[config.mk]
export PLATFORM = sky130hd
export DESIGN_NAME = dircc_rts_send_scheduler
export DESIGN_NICKNAME = d
export VERILOG_FILES = /design/src/rtl/dircc_rts_send_scheduler.sv
export SDC_FILE = /design/constraint.sdc
export NUM_CORES = 1
export LEC_CHECK = 0
export CAP_MARGIN = 20
export CORE_MARGIN = 5
export CORE_UTILIZATION = 50
export DETAILED_ROUTE_END_ITERATION = 10
export GPL_ROUTABILITY_DRIVEN = 0
export PLACE_DENSITY_LB_ADDON = 0.1
export SETUP_SLACK_MARGIN = 0.2
export SYNTH_ARGS = -nofsm -noshare
export SYNTH_HDL_FRONTEND = slang
export SYNTH_SLANG_ARGS = --single-unit
[constraint.sdc]
create_clock -name clk -period 7 [get_ports clk]
set_input_delay 2.1 -clock clk [delete_from_list [all_inputs] [get_ports clk]]
set_output_delay 2.1 -clock clk [all_outputs]
set_load 0.05 [all_outputs]
[src/rtl/dircc_rts_send_scheduler.sv]
// ============================================================================
// dircc_rts_send_scheduler
//
// Purpose:
//   Consumes the per-port rts_ready flags produced by the RTS handler and
//   issues one send request at a time to the device send handler. Asserted
//   flags are served round-robin. After each send completes (or times out),
//   the scheduler holds off for a few cycles. This gives the registered
//   rts_ready time to reflect the updated device state before it is sampled
//   again.
//
// Ports:
//   clk          in   tile clock
//   reset_n      in   asynchronous active-low reset
//   rts_ready    in   [31:0] ready-to-send flags; bits >= NUM_PORTS ignored
//   running      in   device is in the running state; gates new grants
//   send_req     out  request to the send handler, held until send_ack
//   send_port    out  [PORT_IDX_WIDTH-1:0] granted port index
//   send_ack     in   send handler accepted the request
//   send_done    in   one-cycle pulse: send complete, device state written
//   busy         out  high whenever the scheduler is not idle
//   timeout_err  out  sticky flag, set when a send exceeds its time budget
//   sent_count   out  [31:0] number of completed sends (wrapping)
// ============================================================================
module dircc_rts_send_scheduler #(
    parameter int NUM_PORTS      = 32,
    parameter int PORT_IDX_WIDTH = 5,
    parameter int HOLDOFF_CYCLES = 2,
    parameter int TIMEOUT_CYCLES = 1024,
    parameter int TIMEOUT_WIDTH  = 16
) (
    input  logic                      clk,
    input  logic                      reset_n,
    input  logic [31:0]               rts_ready,
    input  logic                      running,
    output logic                      send_req,
    output logic [PORT_IDX_WIDTH-1:0] send_port,
    input  logic                      send_ack,
    input  logic                      send_done,
    output logic                      busy,
    output logic                      timeout_err,
    output logic [31:0]               sent_count
);

    localparam int HOLD_WIDTH = (HOLDOFF_CYCLES > 1) ? $clog2(HOLDOFF_CYCLES) : 1;
    localparam logic [HOLD_WIDTH-1:0]     HOLD_LOAD  = HOLD_WIDTH'(HOLDOFF_CYCLES - 1);
    localparam logic [TIMEOUT_WIDTH-1:0]  TIMER_LAST = TIMEOUT_WIDTH'(TIMEOUT_CYCLES - 1);
    localparam logic [PORT_IDX_WIDTH-1:0] LAST_PORT  = PORT_IDX_WIDTH'(NUM_PORTS - 1);

    typedef enum logic [1:0] {
        ST_IDLE,
        ST_REQ,
        ST_WAIT,
        ST_HOLDOFF
    } state_t;

    state_t                      state;
    state_t                      state_n;
    logic                        send_req_n;
    logic [PORT_IDX_WIDTH-1:0]   send_port_n;
    logic [PORT_IDX_WIDTH-1:0]   rr_ptr;
    logic [PORT_IDX_WIDTH-1:0]   rr_ptr_n;
    logic [TIMEOUT_WIDTH-1:0]    timer;
    logic [TIMEOUT_WIDTH-1:0]    timer_n;
    logic [TIMEOUT_WIDTH-1:0]    timer_inc;
    logic [HOLD_WIDTH-1:0]       hold_cnt;
    logic [HOLD_WIDTH-1:0]       hold_n;
    logic                        timeout_err_n;
    logic [31:0]                 sent_count_n;

    logic [NUM_PORTS-1:0]        masked;
    logic                        grant_valid;
    logic [PORT_IDX_WIDTH-1:0]   grant;

    // Flags above NUM_PORTS are deliberately discarded.
    logic                        unused_rts_bits;

    assign masked          = rts_ready[NUM_PORTS-1:0];
    assign unused_rts_bits = ^rts_ready;

    // The timer saturates at its last value. If send_ack arrives exactly on
    // the final REQ cycle, the WAIT state still sees an expired timer and
    // aborts on its next cycle rather than running on indefinitely.
    assign timer_inc = (timer == TIMER_LAST) ? timer : timer + 1'b1;

    // Port index reached by stepping 'offset' places above 'base', wrapping
    // at NUM_PORTS back to zero.
    function automatic logic [PORT_IDX_WIDTH-1:0] wrap_idx(input int base, input int offset);
        int sum;
        sum = base + offset;
        if (sum >= NUM_PORTS) begin
            sum = sum - NUM_PORTS;
        end
        return PORT_IDX_WIDTH'(sum);
    endfunction

    // Round-robin search starting at rr_ptr. The loop runs from the
    // farthest candidate back towards rr_ptr, so the last hit written is the
    // nearest set flag at or above the pointer (with wrap-around).
    always_comb begin
        grant_valid = 1'b0;
        grant       = '0;
        for (int i = NUM_PORTS - 1; i >= 0; i--) begin
            if (masked[wrap_idx(int'(rr_ptr), i)]) begin
                grant_valid = 1'b1;
                grant       = wrap_idx(int'(rr_ptr), i);
            end
        end
    end

    // Next-state and next-output logic. Every register has its next value
    // computed here, so the state register below is a plain load.
    // A send leaves REQ/WAIT on its completion event or on timeout, and
    // always passes through HOLDOFF before rts_ready is looked at again.
    always_comb begin
        state_n       = state;
        send_req_n    = send_req;
        send_port_n   = send_port;
        rr_ptr_n      = rr_ptr;
        timer_n       = timer;
        hold_n        = hold_cnt;
        timeout_err_n = timeout_err;
        sent_count_n  = sent_count;

        case (state)
            ST_IDLE: begin
                if (running && grant_valid) begin
                    state_n     = ST_REQ;
                    send_req_n  = 1'b1;
                    send_port_n = grant;
                    timer_n     = '0;
                    rr_ptr_n    = (grant == LAST_PORT) ? '0 : grant + 1'b1;
                end
            end

            ST_REQ: begin
                if (send_ack) begin
                    send_req_n = 1'b0;
                    if (send_done) begin
                        state_n      = ST_HOLDOFF;
                        hold_n       = HOLD_LOAD;
                        sent_count_n = sent_count + 32'd1;
                    end else begin
                        state_n = ST_WAIT;
                        timer_n = timer_inc;
                    end
                end else if (timer == TIMER_LAST) begin
                    send_req_n    = 1'b0;
                    timeout_err_n = 1'b1;
                    state_n       = ST_HOLDOFF;
                    hold_n        = HOLD_LOAD;
                end else begin
                    timer_n = timer_inc;
                end
            end

            ST_WAIT: begin
                if (send_done) begin
                    state_n      = ST_HOLDOFF;
                    hold_n       = HOLD_LOAD;
                    sent_count_n = sent_count + 32'd1;
                end else if (timer == TIMER_LAST) begin
                    timeout_err_n = 1'b1;
                    state_n       = ST_HOLDOFF;
                    hold_n        = HOLD_LOAD;
                end else begin
                    timer_n = timer_inc;
                end
            end

            ST_HOLDOFF: begin
                if (hold_cnt == '0) begin
                    state_n = ST_IDLE;
                end else begin
                    hold_n = hold_cnt - 1'b1;
                end
            end

            default: begin
                state_n    = ST_IDLE;
                send_req_n = 1'b0;
            end
        endcase
    end

    // State and output registers. busy is registered from the next state so
    // that it is high in exactly the cycles in which the state is not IDLE.
    always_ff @(posedge clk or negedge reset_n) begin
        if (!reset_n) begin
            state       <= ST_IDLE;
            send_req    <= 1'b0;
            send_port   <= '0;
            rr_ptr      <= '0;
            timer       <= '0;
            hold_cnt    <= '0;
            timeout_err <= 1'b0;
            sent_count  <= '0;
            busy        <= 1'b0;
        end else begin
            state       <= state_n;
            send_req    <= send_req_n;
            send_port   <= send_port_n;
            rr_ptr      <= rr_ptr_n;
            timer       <= timer_n;
            hold_cnt    <= hold_n;
            timeout_err <= timeout_err_n;
            sent_count  <= sent_count_n;
            busy        <= (state_n != ST_IDLE);
        end
    end

endmodule

Word-level counts from Yosys, hierarchy flattened
Index checks and enable logic that the tools add are counted.
{"block": "totals", "ff_bits": 64, "latch_bits": 0, "ramBits": 0, "romBits": 0, "output_inout_bits": 40, "elab_cells": 357, "mem_count": 0}
{"block": "op_classes", "n_addsub": 67, "multipliers": 0, "div": 0, "magnitude_cmp": 64, "n_eq_ne": 12, "n_shift": 0, "n_mux": 192, "bitwise": 0, "n_reduce_logical": 13}
{"cell": "$mux W5", "n": 65}
{"cell": "$lt A5 B6 Y1 const B", "n": 32}
{"cell": "$ge A6 B6 Y1 const B", "n": 31}
{"cell": "$bmux W1 S5", "n": 32}
{"cell": "$sub A5 B1 Y5 const B", "n": 32}
{"cell": "$add A5 B5 Y6 const B", "n": 16}
{"cell": "$mux W16", "n": 6}
{"cell": "$mux W1", "n": 76}
{"cell": "$mux W32", "n": 2}
{"cell": "$pmux W32 S2", "n": 1}
{"cell": "$add A5 B4 Y6 const B", "n": 8}
{"cell": "$pmux W16 S3", "n": 1}
{"cell": "$add A32 B1 Y32 const B", "n": 1}
{"cell": "$add A5 B3 Y6 const B", "n": 4}
{"cell": "$add A16 B1 Y16 const B", "n": 1}
{"cell": "$eq A16 B10 Y1 const B", "n": 1}
{"cell": "$add A5 B2 Y6 const B", "n": 2}
{"cell": "$mux W2", "n": 5}
{"cell": "$ne A3 B3 Y1 const B", "n": 3}
{"cell": "$ne A2 B2 Y1 const B", "n": 4}
{"cell": "$pmux W2 S4", "n": 1}
{"cell": "$add A5 B1 Y6 const B", "n": 1}
{"cell": "$ge A5 B6 Y1 const B", "n": 1}
{"cell": "$reduce_and A2 Y1", "n": 3}
{"cell": "other kinds (13)", "n": 19}

Logic depth before layout (Yosys ltp)
{"block": "depth", "ltp_word": 41, "ltp_mapped": 26, "depth_no_buf": 20}

Worst setup path before layout
OpenSTA, ideal clock, no wires.
{"block": "synth_path", "path_type": "reg-to-reg", "from": "reg rr_ptr[1]", "to": "reg rr_ptr[3]", "setup_ps": 131, "arrival_time_ps": 5988, "required_ps": 6869, "path_slack_ps": 881, "path_stages_with_launch": 26, "period_less_slack_ps": 6119, "path_cell_list": "dfrtp_1 > buf_2 > buf_6 > buf_2 > clkbuf_1 > clkinv_1 > ha_1 > a21boi_1 > xnor2_1 > clkbuf_1 > mux2_2 > a2bb2oi_1 > o211ai_1 > or2_2 > a211oi_1 > a311oi_1 > a311oi_1 > ha_1 > nand2_1 > nor2_1 > ha_1 > inv_1 > o2111ai_1 > a2111oi_0 > and4_1 > or3_1"}
{"block": "synth_via", "elab_chain_len": 39, "elab_cells_between_ends": 260}
{"element": "start: declaration", "line": "61", "text": "logic [PORT_IDX_WIDTH-1:0] rr_ptr;"}
{"element": "start signal: assignment", "line": "203", "text": "rr_ptr <= rr_ptr_n;"}
{"element": "$add A5 B5 Y6", "line": "90", "text": "sum = base + offset;"}
{"element": "$sub A5 B1 Y5 or $ge A6 B6 Y1 (tied branches)", "line": "92, 91"}
{"element": "$mux W5", "line": "91", "text": "if (sum >= NUM_PORTS) begin"}
{"element": "$bmux W1 S5", "line": "104", "text": "if (masked[wrap_idx(int'(rr_ptr), i)]) begin"}
{"element": "$mux W1 (not written as such)", "line": "104"}
{"element": "$mux W5 (31 in series)", "line": "104"}
{"element": "$mux W5 (*)", "line": "104"}
{"element": "net grant[1]", "line": "73", "text": "logic [PORT_IDX_WIDTH-1:0] grant;"}
{"element": "$add A5 B1 Y5 or $eq A5 B5 Y1 (tied branches)", "line": "132", "text": "rr_ptr_n = (grant == LAST_PORT) ? '0 : grant + 1'b1;"}
{"element": "$mux W5 (*)", "line": "132"}
The timed path passes the listed nets; every way through them passes the cells marked *. The select of a mux whose other input is x is not followed.
A chain may end at the register's enable or synchronous reset.

Worst setup path after layout
{"block": "layout_path", "from": "in rts_ready[21]", "to": "reg rr_ptr[3]"}
{"block": "layout_via", "elab_chain_len": 36, "elab_cells_between_ends": 133}
{"element": "start: declaration", "line": "34", "text": "input logic [31:0] rts_ready,"}
{"element": "$bmux W1 S5", "line": "104"}
{"element": "$mux W1 (not written as such)", "line": "104"}
{"element": "$mux W5 (31 in series)", "line": "104"}
{"element": "$mux W5 (*)", "line": "104"}
{"element": "net grant[1]", "line": "73"}
{"element": "$add A5 B1 Y5 or $eq A5 B5 Y1 (tied branches)", "line": "132"}
{"element": "$mux W5 (*)", "line": "132"}
Marked as above.

==> summary.md <==
| Metric | Value |
|---|---|
| Initial antenna violation count | 1 |
| Number of core rows | 48 |
| Crit path max-delay family | simple AND/OR/NAND/NOR gates |
| Clk Latency, worst-skew pair | 0.33 ns |
| Detailed-placement wirelength estimate | around 25000 um |
| Share of layout cells above drive strength 1 | 0.191 |
| Cell area after synthesis | 8850 um2 |
| Reg-to-Reg End | rr_ptr[3]$_DFFE_PN0P_ |
| Part of the cycle the worst path needs | 0.945 |
| Worst Setup Start Kind | input port |
| FF-to-FF Start | rr_ptr[0]$_DFFE_PN0P_ |
| Hold path depth | 1 |
| Fmax | 151 MHz |
| Drt wl/cell | 24.4 um |
| Area growth syn-to-layout | 18.5% |
| Post-CTS setup buffer count | 0 |
| Final setup viols | 0 |
| Vias | 9232 |
| Core box area | between 15000 and 20000 um2 |
| Crit-path slowest cell | or4_1 |
| Die width | 143 um |
| RSZ-0062 raised after global routing | false |
| Largest net degree at the start of global routing | 65 |
| Die height | ~140 um |
| Register area | 1600 um2 |
| Reg-to-reg slack, setup | between 0.7 and 0.8 ns |
| Fin cells | 1314 |
| CTS tree | yes |
| Max-cap violations | 0 |
| Top-area cell type share of the netlist area | 0.188 |
| TNS Setup | 0 ns |
| Clk_skew | 0.00588 ns |
| Port bufs | 76 |
| Initial DRC count | approximately 1300 |
| Sequential cell area fraction in the yosys report | 0.181 |
| Antenna Nets Post-Route | 0 |
| Vias per Instance | 7.03 |
| Max Fanout on Critical Path | 5 |
| Post-synth EDFFs | 0 |
| Diode count | 0 |
| CP max stage delay | 0.56 ns |
| Crit path buffers/inverters | 2 |
| Commonest register cell after synthesis | dfrtp_1 |
| Maximum buffer depth of the clock tree | 2 |
| Clk slew on worst S/H paths | 0.05 ns |
| Status | finished, final reports clean |
| Ys Warns | 0 |
| Footprint of the multi-input gates | between 6000 and 7000 um2 |
| Final Hold Vio Count | 0 |
| Req. time, crit path | 7.27 ns |
| Mapped Avg Cell Area | 9.06 um2 |
| First-pass GRT wire length | 49700 um |
| Dominant cells by area after synthesis | mux4_2 19%, dfrtp_1 18%, mux2i_1 6.2%, xnor2_1 5.6%, nand2_1 4.4% |
| Synth area leader | mux4_2 |
| Total Routed Length | 32100 um |
| CTS Buf Count | 9 |
| Hold crit path type | reg2reg |
| GR Overflow Total | 0 |
| Die ar. | 20500 um2 |
| Max-slew violation count | 0 |
| Drt pass-1 iters | 6 |
| Placed Cells incl. Taps | 1296 |
| Initial Utilization | 0.510 |
| DRC | 0 |
| Count of cell types in the netlist | 91 |
| Resized cells post-CTS | 0 |
| Hold buffers post-CTS | 0 |
| Root buffer cell | clkbuf_16 |
| Number of global-route vias before repair | between 8000 and 9000 |
| H-tree level count | 3 |
| CP Class | in2reg |
| Hold Crit Start | sent_count[31]$_DFFE_PN0P_ |
| Post-synth net total | just over 1000 |
| Critical Path AT | 6.88 ns |
| FF+latch count, synth | 64 |
| Slew headroom | 0.229 |
| Ports | a little under 80 |
| Final min period | ~6.6 ns |
| Hold Path End | sent_count[31]$_DFFE_PN0P_ |
| Type of destination of the critical path | flop |
| GRT Util Overall | 0.312 |
| Worst slew pin tran | 1.15 ns |
| Reg2Reg Depth | 20 |
| TritonCTS sink count | 64 |
| Fill count | 1545 |
| Critical path cell sequence | clkdlybuf4s50_1, mux4_2, mux4_2, nor2b_1, a21oi_4, nand2_1, or3_1, or4_1, a311oi_2, a311oi_2, ha_1, nand2_1, nor2_1, ha_1, inv_1, o2111ai_1, a2111oi_2, and4_1, or3_1 |
| Ys async rst share | 1.00 |
| Layout Nets | 1144 |
| Post-Syn Instances | 977 |
## registers in the layout, indices dropped and copies added (netlist names)
signal / cells
state: 2
busy: 1
rr_ptr: 5
send_port: 5
timer: 16
send_req: 1
hold_cnt: 1
timeout_err: 1
sent_count: 32
## cell usage after synthesis (5+ instances only)
cell,instances
a2111oi_0,9
a211o_1,7
a211oi_1,15
a21oi_1,47
a311oi_1,6
a31oi_1,9
and2_1,11
and3_1,12
and4_1,6
buf_2,15
clkbuf_1,24
dfrtp_1,64
ha_1,23
inv_1,33
mux2_2,21
mux2i_1,55
mux4_2,74
nand2_1,104
nand2b_1,7
nand3_1,37
nand3b_1,6
nand4_1,14
nor2_1,61
nor2b_1,8
nor3_1,20
nor4_1,7
o211ai_1,17
o21a_1,7
o21ai_0,45
o22ai_1,16
o31ai_1,7
or2_2,6
or3_1,11
or4_1,5
xnor2_1,57
xor2_1,9
## final cells by class
class | count | share of cell area
tap | 225 | 0.0268
multi-input combinational | 828 | 0.657
sequential | 64 | 0.153
clock inverter | 5 | 0.00537
inverter | 38 | 0.0137
timing repair buffer | 143 | 0.121
clock buffer | 11 | 0.0231
## cell families (layout without fill, tap and decap cells)
logic type,after synthesis,in the layout,synth area share
simple gates,326,326,0.182
mux,156,156,0.291
buf+inv,85,197,0.0434
flops,64,64,0.181
fa+ha+maj,23,23,0.0325
compound gates,256,256,0.203
xor+xnor,67,67,0.0672
## through the flow
stage	setup slack (ns)	util	hold WS (ns)	instance area [um2]
after floorplan	0.881	-	0.467	8850
after global placement	0.121	0.585	0.457	10200
after detailed placement	-0.0102	0.585	0.458	10200
after CTS	0.313	0.602	0.470	10500
after global routing	0.235	0.604	0.476	10500
final	0.388	0.604	0.464	10500
## layout by cell type, fill, tap and decap left out, types with 8 or more instances in the layout
cell,count
dfrtp_1,62
a21oi_1,47
nor2b_1,8
nand2_1,104
or3_1,11
o211ai_1,17
nand3_1,37
nor3_1,20
clkdlybuf4s50_1,75
mux2i_1,55
and2_1,11
xor2_1,9
xnor2_1,56
a31oi_1,9
a2111oi_0,8
and3_1,12
buf_4,65
nand4_1,14
mux4_2,74
nor2_1,61
ha_1,23
a211oi_1,15
inv_1,33
o21ai_0,45
mux2_2,21
o22ai_1,16
clkbuf_16,9
## worst max-delay path by stage
stage,start,to,slack (ns),cells past startpoint
2_1_floorplan,rr_ptr[1]$_DFFE_PN0P_,rr_ptr[3]$_DFFE_PN0P_,0.88,25
3_3_place_gp,rts_ready[15],rr_ptr[3]$_DFFE_PN0P_,0.12,18
3_5_place_dp,rts_ready[9],rr_ptr[3]$_DFFE_PN0P_,-0.01,18
4_1_cts,rts_ready[5],rr_ptr[3]$_DFFE_PN0P_,0.31,19
5_1_grt,rts_ready[3],rr_ptr[3]$_DFFE_PN0P_,0.23,19
6_report,rts_ready[21],rr_ptr[3]$_DFFE_PN0P_,0.39,19
## per-layer routing
metal / vias to the layer above / wire length, um / track usage
li1: 4043 / - / -
met1: 4429 / 12700 / 0.435
met2: 621 / 13600 / 0.458
met3: 137 / 3870 / 0.0794
met4: 2 / 1880 / 0.143
met5: - / 19 / 0
Power is not shown: default switching activity piles up to over one toggle a cycle in this logic, so the estimate is an artifact.
